==> src/rtl/vga_text_pkg.sv <==
// Shared types and constants for the UART text-command decoder.
// The CLEAR state exists only when UART_TEXT_CLEAR_EN is defined.
package vga_text_pkg;

    localparam int unsigned DEF_COLS = 80;
    localparam int unsigned DEF_ROWS = 30;

    localparam logic [7:0] ASCII_SPACE = 8'h20;
    localparam logic [7:0] CMD_CLEAR   = 8'hFF;

    typedef enum logic [2:0] {
        ST_IDLE,
        ST_GET_ROW,
        ST_GET_CHAR,
`ifdef UART_TEXT_CLEAR_EN
        ST_WRITE,
        ST_CLEAR
`else
        ST_WRITE
`endif
    } state_t;

    // Linear cell index of (row, col) in a row-major text buffer.
    function automatic int unsigned cell_addr(input int unsigned row,
                                              input int unsigned col,
                                              input int unsigned cols);
        return row * cols + col;
    endfunction

endpackage

==> src/rtl/uart_text_cmd_decoder_if.sv <==
// Byte-stream input and buffer-write output bundle of the text-command decoder.
// master = decoder side, slave = UART receiver / text buffer side.
interface uart_text_cmd_decoder_if #(
    parameter int unsigned ADDR_W = 12,
    parameter int unsigned CHAR_W = 8
);

    logic              rx_valid;
    logic [7:0]        rx_data;
    logic              wr_valid;
    logic              wr_ready;
    logic [ADDR_W-1:0] wr_addr;
    logic [CHAR_W-1:0] wr_data;
    logic              busy;
    logic              err_range;
    logic              err_timeout;
    logic              err_overrun;

    modport master (
        input  rx_valid, rx_data, wr_ready,
        output wr_valid, wr_addr, wr_data, busy, err_range, err_timeout, err_overrun
    );

    modport slave (
        output rx_valid, rx_data, wr_ready,
        input  wr_valid, wr_addr, wr_data, busy, err_range, err_timeout, err_overrun
    );

endinterface

==> src/rtl/uart_gap_timer.sv <==
// Inter-byte gap counter: cleared on load or when disabled, flags the last
// allowed idle cycle combinationally.
module uart_gap_timer #(
    parameter int unsigned TIMEOUT = 4340
) (
    input  logic clk,
    input  logic resetn,
    input  logic clear,
    input  logic enable,
    output logic expired_c
);

    localparam int unsigned CNT_W = (TIMEOUT > 1) ? $clog2(TIMEOUT) : 1;

    logic [CNT_W-1:0] count_q;

    assign expired_c = enable && (count_q == CNT_W'(TIMEOUT - 1));

    // Saturates at terminal count; the owning FSM leaves the counting states then.
    always_ff @(posedge clk) begin
        if (!resetn) begin
            count_q <= '0;
        end else if (clear || !enable) begin
            count_q <= '0;
        end else if (!expired_c) begin
            count_q <= count_q + CNT_W'(1);
        end
    end

endmodule

==> src/rtl/uart_text_cmd_decoder.sv <==
// Turns (column, row, char) UART byte triples into text-buffer cell writes.
// Optional UART_TEXT_CLEAR_EN: byte 8'hFF in IDLE blanks the whole buffer.
import vga_text_pkg::*;

module uart_text_cmd_decoder #(
    parameter int unsigned COLS    = DEF_COLS,
    parameter int unsigned ROWS    = DEF_ROWS,
    parameter int unsigned CHAR_W  = 8,
    parameter int unsigned ADDR_W  = 12,
    parameter int unsigned TIMEOUT = 4340
) (
    input  logic                     clk,
    input  logic                     resetn,
    uart_text_cmd_decoder_if.master  bus
);

`ifdef UART_TEXT_CLEAR_EN
    localparam int unsigned CELLS = COLS * ROWS;
`endif

    state_t            state_q, state_d;
    logic [7:0]        col_q, col_d;
    logic [7:0]        row_q, row_d;
    logic              wr_valid_q, wr_valid_d;
    logic [ADDR_W-1:0] wr_addr_q, wr_addr_d;
    logic [CHAR_W-1:0] wr_data_q, wr_data_d;
    logic              busy_q, busy_d;
    logic              err_range_q, err_range_d;
    logic              err_timeout_q, err_timeout_d;
    logic              err_overrun_q, err_overrun_d;

    logic timer_en_c;
    logic timeout_c;
    logic in_range_c;

    assign timer_en_c = (state_q == ST_GET_ROW) || (state_q == ST_GET_CHAR);
    assign in_range_c = (32'(col_q) < COLS) && (32'(row_q) < ROWS);

    uart_gap_timer #(
        .TIMEOUT (TIMEOUT)
    ) u_gap_timer (
        .clk       (clk),
        .resetn    (resetn),
        .clear     (bus.rx_valid),
        .enable    (timer_en_c),
        .expired_c (timeout_c)
    );

    always_ff @(posedge clk) begin
        if (!resetn) begin
            state_q       <= ST_IDLE;
            col_q         <= '0;
            row_q         <= '0;
            wr_valid_q    <= 1'b0;
            wr_addr_q     <= '0;
            wr_data_q     <= '0;
            busy_q        <= 1'b0;
            err_range_q   <= 1'b0;
            err_timeout_q <= 1'b0;
            err_overrun_q <= 1'b0;
        end else begin
            state_q       <= state_d;
            col_q         <= col_d;
            row_q         <= row_d;
            wr_valid_q    <= wr_valid_d;
            wr_addr_q     <= wr_addr_d;
            wr_data_q     <= wr_data_d;
            busy_q        <= busy_d;
            err_range_q   <= err_range_d;
            err_timeout_q <= err_timeout_d;
            err_overrun_q <= err_overrun_d;
        end
    end

    // Next-state and next-output logic; a received byte always beats the gap timeout.
    always_comb begin
        state_d       = state_q;
        col_d         = col_q;
        row_d         = row_q;
        wr_valid_d    = wr_valid_q;
        wr_addr_d     = wr_addr_q;
        wr_data_d     = wr_data_q;
        err_range_d   = 1'b0;
        err_timeout_d = 1'b0;
        err_overrun_d = 1'b0;

        case (state_q)
            ST_IDLE: begin
                if (bus.rx_valid) begin
`ifdef UART_TEXT_CLEAR_EN
                    if (bus.rx_data == CMD_CLEAR) begin
                        state_d    = ST_CLEAR;
                        wr_valid_d = 1'b1;
                        wr_addr_d  = '0;
                        wr_data_d  = CHAR_W'(ASCII_SPACE);
                    end else begin
                        col_d   = bus.rx_data;
                        state_d = ST_GET_ROW;
                    end
`else
                    col_d   = bus.rx_data;
                    state_d = ST_GET_ROW;
`endif
                end
            end

            ST_GET_ROW: begin
                if (bus.rx_valid) begin
                    row_d   = bus.rx_data;
                    state_d = ST_GET_CHAR;
                end else if (timeout_c) begin
                    err_timeout_d = 1'b1;
                    state_d       = ST_IDLE;
                end
            end

            ST_GET_CHAR: begin
                if (bus.rx_valid) begin
                    if (in_range_c) begin
                        wr_valid_d = 1'b1;
                        wr_addr_d  = ADDR_W'(cell_addr(32'(row_q), 32'(col_q), COLS));
                        wr_data_d  = CHAR_W'(bus.rx_data);
                        state_d    = ST_WRITE;
                    end else begin
                        err_range_d = 1'b1;
                        state_d     = ST_IDLE;
                    end
                end else if (timeout_c) begin
                    err_timeout_d = 1'b1;
                    state_d       = ST_IDLE;
                end
            end

            // A byte arriving on the handshake cycle starts the next command.
            ST_WRITE: begin
                if (bus.wr_ready) begin
                    wr_valid_d = 1'b0;
                    if (bus.rx_valid) begin
                        col_d   = bus.rx_data;
                        state_d = ST_GET_ROW;
                    end else begin
                        state_d = ST_IDLE;
                    end
                end else if (bus.rx_valid) begin
                    err_overrun_d = 1'b1;
                end
            end

`ifdef UART_TEXT_CLEAR_EN
            // wr_addr doubles as the sweep counter.
            ST_CLEAR: begin
                if (bus.rx_valid) begin
                    err_overrun_d = 1'b1;
                end
                if (bus.wr_ready) begin
                    if (wr_addr_q == ADDR_W'(CELLS - 1)) begin
                        wr_valid_d = 1'b0;
                        state_d    = ST_IDLE;
                    end else begin
                        wr_addr_d = wr_addr_q + ADDR_W'(1);
                    end
                end
            end
`endif

            default: begin
                state_d = ST_IDLE;
            end
        endcase

        busy_d = (state_d != ST_IDLE);
    end

    assign bus.wr_valid    = wr_valid_q;
    assign bus.wr_addr     = wr_addr_q;
    assign bus.wr_data     = wr_data_q;
    assign bus.busy        = busy_q;
    assign bus.err_range   = err_range_q;
    assign bus.err_timeout = err_timeout_q;
    assign bus.err_overrun = err_overrun_q;

endmodule

==> src/flat_wrapper.sv <==
// flat-port wrapper written by rule: the top's interface ports become plain ports
module uart_text_cmd_decoder_flat 
#(
    parameter int unsigned COLS    = DEF_COLS,
    parameter int unsigned ROWS    = DEF_ROWS,
    parameter int unsigned CHAR_W  = 8,
    parameter int unsigned ADDR_W  = 12,
    parameter int unsigned TIMEOUT = 4340
)
  (clk, resetn, bus_rx_valid, bus_rx_data, bus_wr_ready, bus_wr_valid, bus_wr_addr, bus_wr_data, bus_busy, bus_err_range, bus_err_timeout, bus_err_overrun);
  uart_text_cmd_decoder_if #(.ADDR_W(ADDR_W), .CHAR_W(CHAR_W)) bus_i ();
  input  logic clk;
  input  logic resetn;
  input wire logic [$bits(bus_i.rx_valid)-1:0] bus_rx_valid;
  input wire logic [$bits(bus_i.rx_data)-1:0] bus_rx_data;
  input wire logic [$bits(bus_i.wr_ready)-1:0] bus_wr_ready;
  output wire logic [$bits(bus_i.wr_valid)-1:0] bus_wr_valid;
  output wire logic [$bits(bus_i.wr_addr)-1:0] bus_wr_addr;
  output wire logic [$bits(bus_i.wr_data)-1:0] bus_wr_data;
  output wire logic [$bits(bus_i.busy)-1:0] bus_busy;
  output wire logic [$bits(bus_i.err_range)-1:0] bus_err_range;
  output wire logic [$bits(bus_i.err_timeout)-1:0] bus_err_timeout;
  output wire logic [$bits(bus_i.err_overrun)-1:0] bus_err_overrun;
  assign bus_i.rx_valid = bus_rx_valid;
  assign bus_i.rx_data = bus_rx_data;
  assign bus_i.wr_ready = bus_wr_ready;
  assign bus_wr_valid = bus_i.wr_valid;
  assign bus_wr_addr = bus_i.wr_addr;
  assign bus_wr_data = bus_i.wr_data;
  assign bus_busy = bus_i.busy;
  assign bus_err_range = bus_i.err_range;
  assign bus_err_timeout = bus_i.err_timeout;
  assign bus_err_overrun = bus_i.err_overrun;
  uart_text_cmd_decoder #(.COLS(COLS), .ROWS(ROWS), .CHAR_W(CHAR_W), .ADDR_W(ADDR_W), .TIMEOUT(TIMEOUT)) u_core (.clk(clk), .resetn(resetn), .bus(bus_i));
endmodule
==> config.mk <==
export PLATFORM = sky130hd
export DESIGN_NAME = uart_text_cmd_decoder_flat
export DESIGN_NICKNAME = d
export VERILOG_FILES = /design/src/rtl/vga_text_pkg.sv /design/src/rtl/uart_text_cmd_decoder_if.sv /design/src/rtl/uart_gap_timer.sv /design/src/rtl/uart_text_cmd_decoder.sv /design/src/flat_wrapper.sv
export SDC_FILE = /design/constraint.sdc
export NUM_CORES = 1
export LEC_CHECK = 0
export ABC_AREA = 1
export CAP_MARGIN = 20
export CORE_AREA = 10 10 84 86
export CTS_CLUSTER_DIAMETER = 150
export DETAILED_ROUTE_END_ITERATION = 8
export DIE_AREA = 0 0 94 96
export GPL_ROUTABILITY_DRIVEN = 0
export PLACE_DENSITY = 0.75
export SYNTH_ARGS = -nofsm -noshare
export SYNTH_HDL_FRONTEND = slang
export SYNTH_SLANG_ARGS = --single-unit
==> constraint.sdc <==
create_clock -name clk -period 4.1 [get_ports clk]
set_clock_uncertainty 0.15 [all_clocks]
set_input_delay 0.41 -clock clk [delete_from_list [all_inputs] [get_ports clk]]
set_output_delay 0.41 -clock clk [all_outputs]
set_load 0.05 [all_outputs]
==> out/summary.txt, run 1 <==
cell mode on critical path - nand2_1
final setup vio count - 0
GRT Total Usage - 0.144
Net Sw Power - 265 uW
Bufs and invs on worst path - 2
H-tree Lvls - 3
die height - 96 um
Post-Route WL - 6.16 mm
drt initial violations - 100
Setup crit start - u_core.row_q[1]
share of layout cells above drive strength 1 - 0.0689
Max Cap Violations - 0
crit-path max FO - 4
final-report hold violation count - 0
fin cells - 493
crit path time final - 2.40 ns
largest net degree at the start of global routing - 26
critical path data arrival time - 2.54 ns
hold_buf cts - 0
CTS clk-pin slew, worst paths - 0.06 ns
grt ovf - 0
Critical Path Source Type - flop
post-synthesis cell count - 377
syn_area_per_cell - 7.31 um^2
CP cell instances - ha_1 > ha_1 > fa_1 > nand2_1 > inv_1 > nand2_1 > nand2_1 > nor2_1 > nor2_1 > nand3_1 > nand3_1 > nand2_1 > inv_1
initial antenna violation count - 0
total CTS buffers - 9
# clock sinks - 57
total number of vias - 2450
synth warn - 0
distinct cell type count after synthesis - 31
wire per inst - 12.5 um
Clk network pwr share - 0.454
I/O pin total - 37
Max transition margin - 0.627
Layout area overhead - 21.5%
drt first pass iters - 4
syn_nets - 405
Clk Latency, worst-skew pair - 0.33 ns
worst r2r dst - u_core.bus.wr_addr[11]
status - finished, final reports clean
critical setup path kind - reg2reg
Setup Fix Bufs, Post-CTS - 0
DPL Wire Length - 4.50 mm
cell family with most CP delay - adder cells
Root Buffer - clkbuf_8
reg2reg setup slack - 1.70 ns
critical path endpoint - u_core.bus.wr_addr[11]
Crit path required time - 4.23 ns
final worst path period share - 0.587
reg2reg start - u_core.row_q[1]
dpl cells - 478
part of the power in registers - 0.488
Int Pwr - 901 uW
Worst setup EP type - flop
DRC - 0
clock tree buffer depth - 2
chip width - 94 um
mapped cell area - 2760 um^2
flops & latches, synth - 57
first-pass GRT wire length - 10.6 mm
# rows - 27
Worst path max stage delay - 0.55 ns
Worst Tran Pin Value - 0.557 ns
Pwr Density - 348 nW/um^2
Comb power frac - 0.059
maximum VDD drop - 0.000236 V
Core Box Area - 5410 um^2
antenna viol nets, final - 0
Static Leak - 0.00135 uW
setup_tns - 0 ns
RSZ-0062 raised after global routing - no
post_cts resized - 0
most common cell after layout, fill and taps aside - nand2_1
register area share after synthesis - 0.414
Vias/cell - 4.97
Max Slew Vio Count - 0
Max Clock Freq - 0.416 GHz
commonest non-fill, non-tap cells in the layout - nand2_1 (87), dfxtp_1 (57), nor2_1 (43)
Overall Power - 1170 uW
Stages on worst setup path - 13
Final nets - 445
Initial Utilization - 0.510
die area - 9020 um^2
FF-to-FF path depth - 13
slowest CP cell - fa_1
Sw Share - 0.227
worst hold-check path type - reg2reg
TritonCTS clock tree - done
number of buffers added on ports - 36
ant diodes - 0
vias in the first global route - 2463
[sequential cells by signal, summed over array words and instances, names as in the netlist]
signal,cells
u_core.bus.wr_data,8
u_core.state_q,3
u_core.bus.busy,1
u_core.row_q,8
u_core.bus.err_range,1
u_core.u_gap_timer.count_q,13
u_core.col_q,8
u_core.bus.err_timeout,1
u_core.bus.wr_addr,12
u_core.bus.err_overrun,1
u_core.bus.wr_valid,1
[per-stage QoR]
stage	worst slack (ns)	hold WS (ns)	util	cell area, um^2
finish	1.70	0.321	0.619	3350
global route	1.53	0.336	0.619	3350
CTS	1.70	0.321	0.619	3350
detailed placement	1.54	0.310	0.583	3150
global placement	1.57	0.301	0.583	3150
floorplan	1.94	0.289	-	2760
[layer usage]
metal,GRT usage,part of all wire,wire [um],vias up
met5,0,0,0,-
met4,0.0620,0.017,102,0
met3,0.0514,0.067,411,11
met2,0.244,0.46,2810,51
met1,0.160,0.46,2840,1088
li1,-,-,-,1300
[cells by family (layout without fill, tap and decap cells)]
family | Yosys count | count (layout) | synth area share
DFF | 57 | 57 | 0.414
xor gates and xnor gates | 4 | 4 | 0.0127
adders and majority gates | 16 | 16 | 0.0781
other | 1 | 1 | 0.00136
AOI/OAI and AO/OA | 73 | 73 | 0.140
and+or+nand+nor | 173 | 173 | 0.270
buffers and inverters | 53 | 97 | 0.0836
[power groups by stage]
stage	Combinational, uW	Clock [uW]	Sequential (uW)
final	68.3	529	569
after global routing	77.9	555	570
after CTS	68.6	534	569
after detailed placement	67.8	0	581
after global placement	67.3	0	581
after floorplan	40.6	0	581
[worst min-delay path, cell delays in order, from the launching register on]
cell     delay, ns
dfxtp_1       0.31
nand2_1       0.06
a21oi_1       0.05
[Yosys cell counts, drive strengths merged]
master	count	area share
o21bai	1	0.0027
xor2	2	0.0064
dfxtp	57	0.41
nor2	46	0.069
inv	44	0.060
clkbuf	3	0.0041
conb	1	0.0014
o21a	5	0.014
nand3	23	0.047
buf	5	0.018
xnor2	2	0.0064
o21ai	28	0.051
clkinv	1	0.0014
nand4	3	0.0068
nor3b	1	0.0027
nand2	89	0.12
ha	14	0.064
a211oi	1	0.0027
a21oi	38	0.070
nor3	9	0.016
fa	2	0.015
or2	2	0.0045
[worst min-delay path by stage]
stage / startpoint / to / slack, ns / cells past startpoint
final: u_core.bus.wr_data[0] / u_core.bus.wr_data[0] / 0.32 / 2
after CTS: u_core.bus.wr_data[1] / u_core.bus.wr_data[1] / 0.32 / 2
after floorplan: u_core.col_q[0] / u_core.bus.wr_addr[0] / 0.29 / 2
after global placement: u_core.bus.wr_data[1] / u_core.bus.wr_data[1] / 0.30 / 2
after detailed placement: u_core.bus.wr_data[1] / u_core.bus.wr_data[1] / 0.31 / 2
after global routing: u_core.bus.wr_data[0] / u_core.bus.wr_data[0] / 0.34 / 2
[layout make-up]
class / count / area (um^2)
Fill cell: 487 / 2060
Timing Repair Buffer: 37 / 368
Sequential cell: 57 / 1140
Multi-Input combinational cell: 267 / 1380
Inverter: 45 / 169
Tap cell: 72 / 90.1
Clock inverter: 2 / 37.5
Clock buffer: 13 / 159
Power figures use the tool's default switching activity.
==> inputs of run 2 (changes only) <==
clock period = 2.48 ns   (was 4.1 ns; I/O delays follow)
==> run 2 against run 1 <==
Effect of this change: power rose by 65%; register-to-register slack got worse by 1.6 ns; largest cell class unchanged; die area unchanged; sequential cell count is the same; final cell count up 0.41%; largest power group unchanged; sequential power increased by 65%; combinational power grew 70%; core utilization increased by 0.39 points.
==> out/summary.txt, run 2 (synthesis results as in run 1) <==
die area - 9020 um^2 (unchanged)
DR WL met2 - 2.66 mm (-5.5%)
drt initial violations - 122 (+22%)
commonest non-fill, non-tap cells in the layout - nand2_1 (86), dfxtp_1 (56), nor2_1 (43)
Critical Path Source Type - flop
total number of vias - 2434 (-0.65%)
most common cell after layout, fill and taps aside - nand2_1
Clk network pwr share - 0.450 (-0.004)
Final nets - 447 (+0.45%)
Static Leak - 0.00136 uW (+0.54%)
Overall Power - 1920 uW (+65%)
part of the power in registers - 0.490 (+0.002)
Crit path required time - 2.57 ns (-1.66 ns)
I/O pin total - 37 (unchanged)
largest net degree at the start of global routing - 25 (-3.8%)
Net Sw Power - 430 uW (+62%)
hold_buf cts - 0 (unchanged)
DRC - 0 (unchanged)
Vias/cell - 4.92 (-1.1%)
H-tree Lvls - 3 (unchanged)
die height - 96 um (unchanged)
Root Buffer - clkbuf_8
Bufs and invs on worst path - 1 (-1)
slowest CP cell - fa_1
Worst Tran Pin Value - 0.577 ns (+0.0202 ns)
Max transition margin - 0.614 (-0.0135)
wire per inst - 12.2 um (-2.4%)
Core Box Area - 5410 um^2 (unchanged)
highest metal layer with signal wires - met4
dpl cells - 480 (+0.42%)
# rows - 27 (unchanged)
worst hold-check path type - reg2reg
Setup Fix Bufs, Post-CTS - 0 (unchanged)
initial antenna violation count - 0 (unchanged)
Pwr Density - 570 nW/um^2 (+64%)
vias in the first global route - 2356 (-4.3%)
Initial Utilization - 0.510 (unchanged)
final worst path period share - 0.947 (+0.361)
DPL Wire Length - 4.49 mm (-0.40%)
TritonCTS clock tree - done
share of layout cells above drive strength 1 - 0.0804 (+0.0115)
Clk Latency, worst-skew pair - 0.33 ns (about the same)
routed length on met3 - 390 um (-5.1%)
final setup vio count - 0 (unchanged)
post_cts resized - 0 (unchanged)
Post-Route WL - 6.04 mm (-2.0%)
Max Clock Freq - 0.426 GHz (+2.4%)
Worst path max stage delay - 0.58 ns (+0.03 ns)
ant diodes - 0 (unchanged)
antenna viol nets, final - 0 (unchanged)
status - finished, final reports clean
cell family with most CP delay - adder cells
Layout area overhead - 22.3%
chip width - 94 um (unchanged)
GRT Total Usage - 0.142 (-0.00176)
CTS clk-pin slew, worst paths - 0.06 ns (about the same)
Comb power frac - 0.060 (about the same)
crit path time final - 2.35 ns (-0.0561 ns)
maximum VDD drop - 0.000417 V (+77%)
M1 WL - 2.84 mm (about the same)
grt ovf - 0 (unchanged)
Int Pwr - 1490 uW (+65%)
Sw Share - 0.224 (-0.00334)
final-report hold violation count - 0 (unchanged)
Top reg by flops - u_core.u_gap_timer.count_q
clock tree buffer depth - 2 (unchanged)
first-pass GRT wire length - 10.3 mm (-2.8%)
fin cells - 495 (+0.41%)
total CTS buffers - 9 (unchanged)
Worst setup EP type - flop
drt first pass iters - 4 (unchanged)
number of buffers added on ports - 36 (unchanged)
crit-path max FO - 4 (unchanged)
CP cell instances - ha_1 > ha_2 > fa_1 > nand2_2 > nor2_1 > nand2_1 > nand3_1 > nand3_1 > nand2_1 > nand3_1 > nand2_1 > inv_1
critical setup path kind - reg2reg
# clock sinks - 57 (unchanged)
max reg flops - 13 (unchanged)
Max Slew Vio Count - 0 (unchanged)
critical path data arrival time - 2.44 ns (-0.10 ns)
Max Cap Violations - 0 (unchanged)
==> run 2: changes by cell type in the layout (fill, tap and decap cells not counted), sizes merged <==
cell,delta
buf,+2
==> run 2: final timing paths <==
kind / start / to / slack [ns] / cells after the start
worst max-delay path: u_core.row_q[1] / u_core.bus.wr_addr[11] / 0.13 / 12
worst min-delay path: u_core.row_q[3] / u_core.row_q[3] / 0.32 / 2
worst max register to register: u_core.row_q[1] / u_core.bus.wr_addr[11] / 0.13 / 12
worst min register to register: u_core.row_q[3] / u_core.row_q[3] / 0.32 / 2
==> run 2: routing by layer <==
metal  track usage  vias up
met5             0        -
met4        0.0772        0
met3        0.0514       13
met2         0.221       44
met1         0.168     1072
li1              -     1305
==> run 2: worst register-to-register path, cell delays in order, from the launching register on <==
cell and delay, ns:
dfxtp_1 0.34, ha_1 0.31, ha_2 0.20, fa_1 0.58
nand2_2 0.09, nor2_1 0.10, nand2_1 0.06, nand3_1 0.09
nand3_1 0.09, nand2_1 0.08, nand3_1 0.07, nand2_1 0.07
inv_1 0.03
==> run 2: final cells by class <==
type	instances	area (um^2)
clock buffers	13	159
multi-input cells	267	1390
repair buffers	39	383
flip-flops and latches	57	1140
well taps	72	90.1
fillers	491	2040
clock inverters	2	37.5
inverters	45	169
==> run 2: through the flow <==
step                utilization  setup TNS [ns]  cell area (um^2)  setup WS [ns]  hold WS [ns]
finish                    0.623               0              3370          0.131         0.319
global route              0.623       -0.000942              3370      -0.000942         0.336
CTS                       0.622               0              3360          0.148         0.319
detailed placement        0.586               0              3170          0.156         0.305
global placement          0.586               0              3170          0.232         0.300
floorplan                     -               0              2760          0.322         0.177
==> run 2: power by group through the flow <==
stage	logic [uW]	registers, uW	clock network (uW)
6_report	116	941	865
2_1_floorplan	67.2	961	0
4_1_cts	115	941	883
3_3_place_gp	113	960	0
3_5_place_dp	114	961	0
5_1_grt	133	942	910
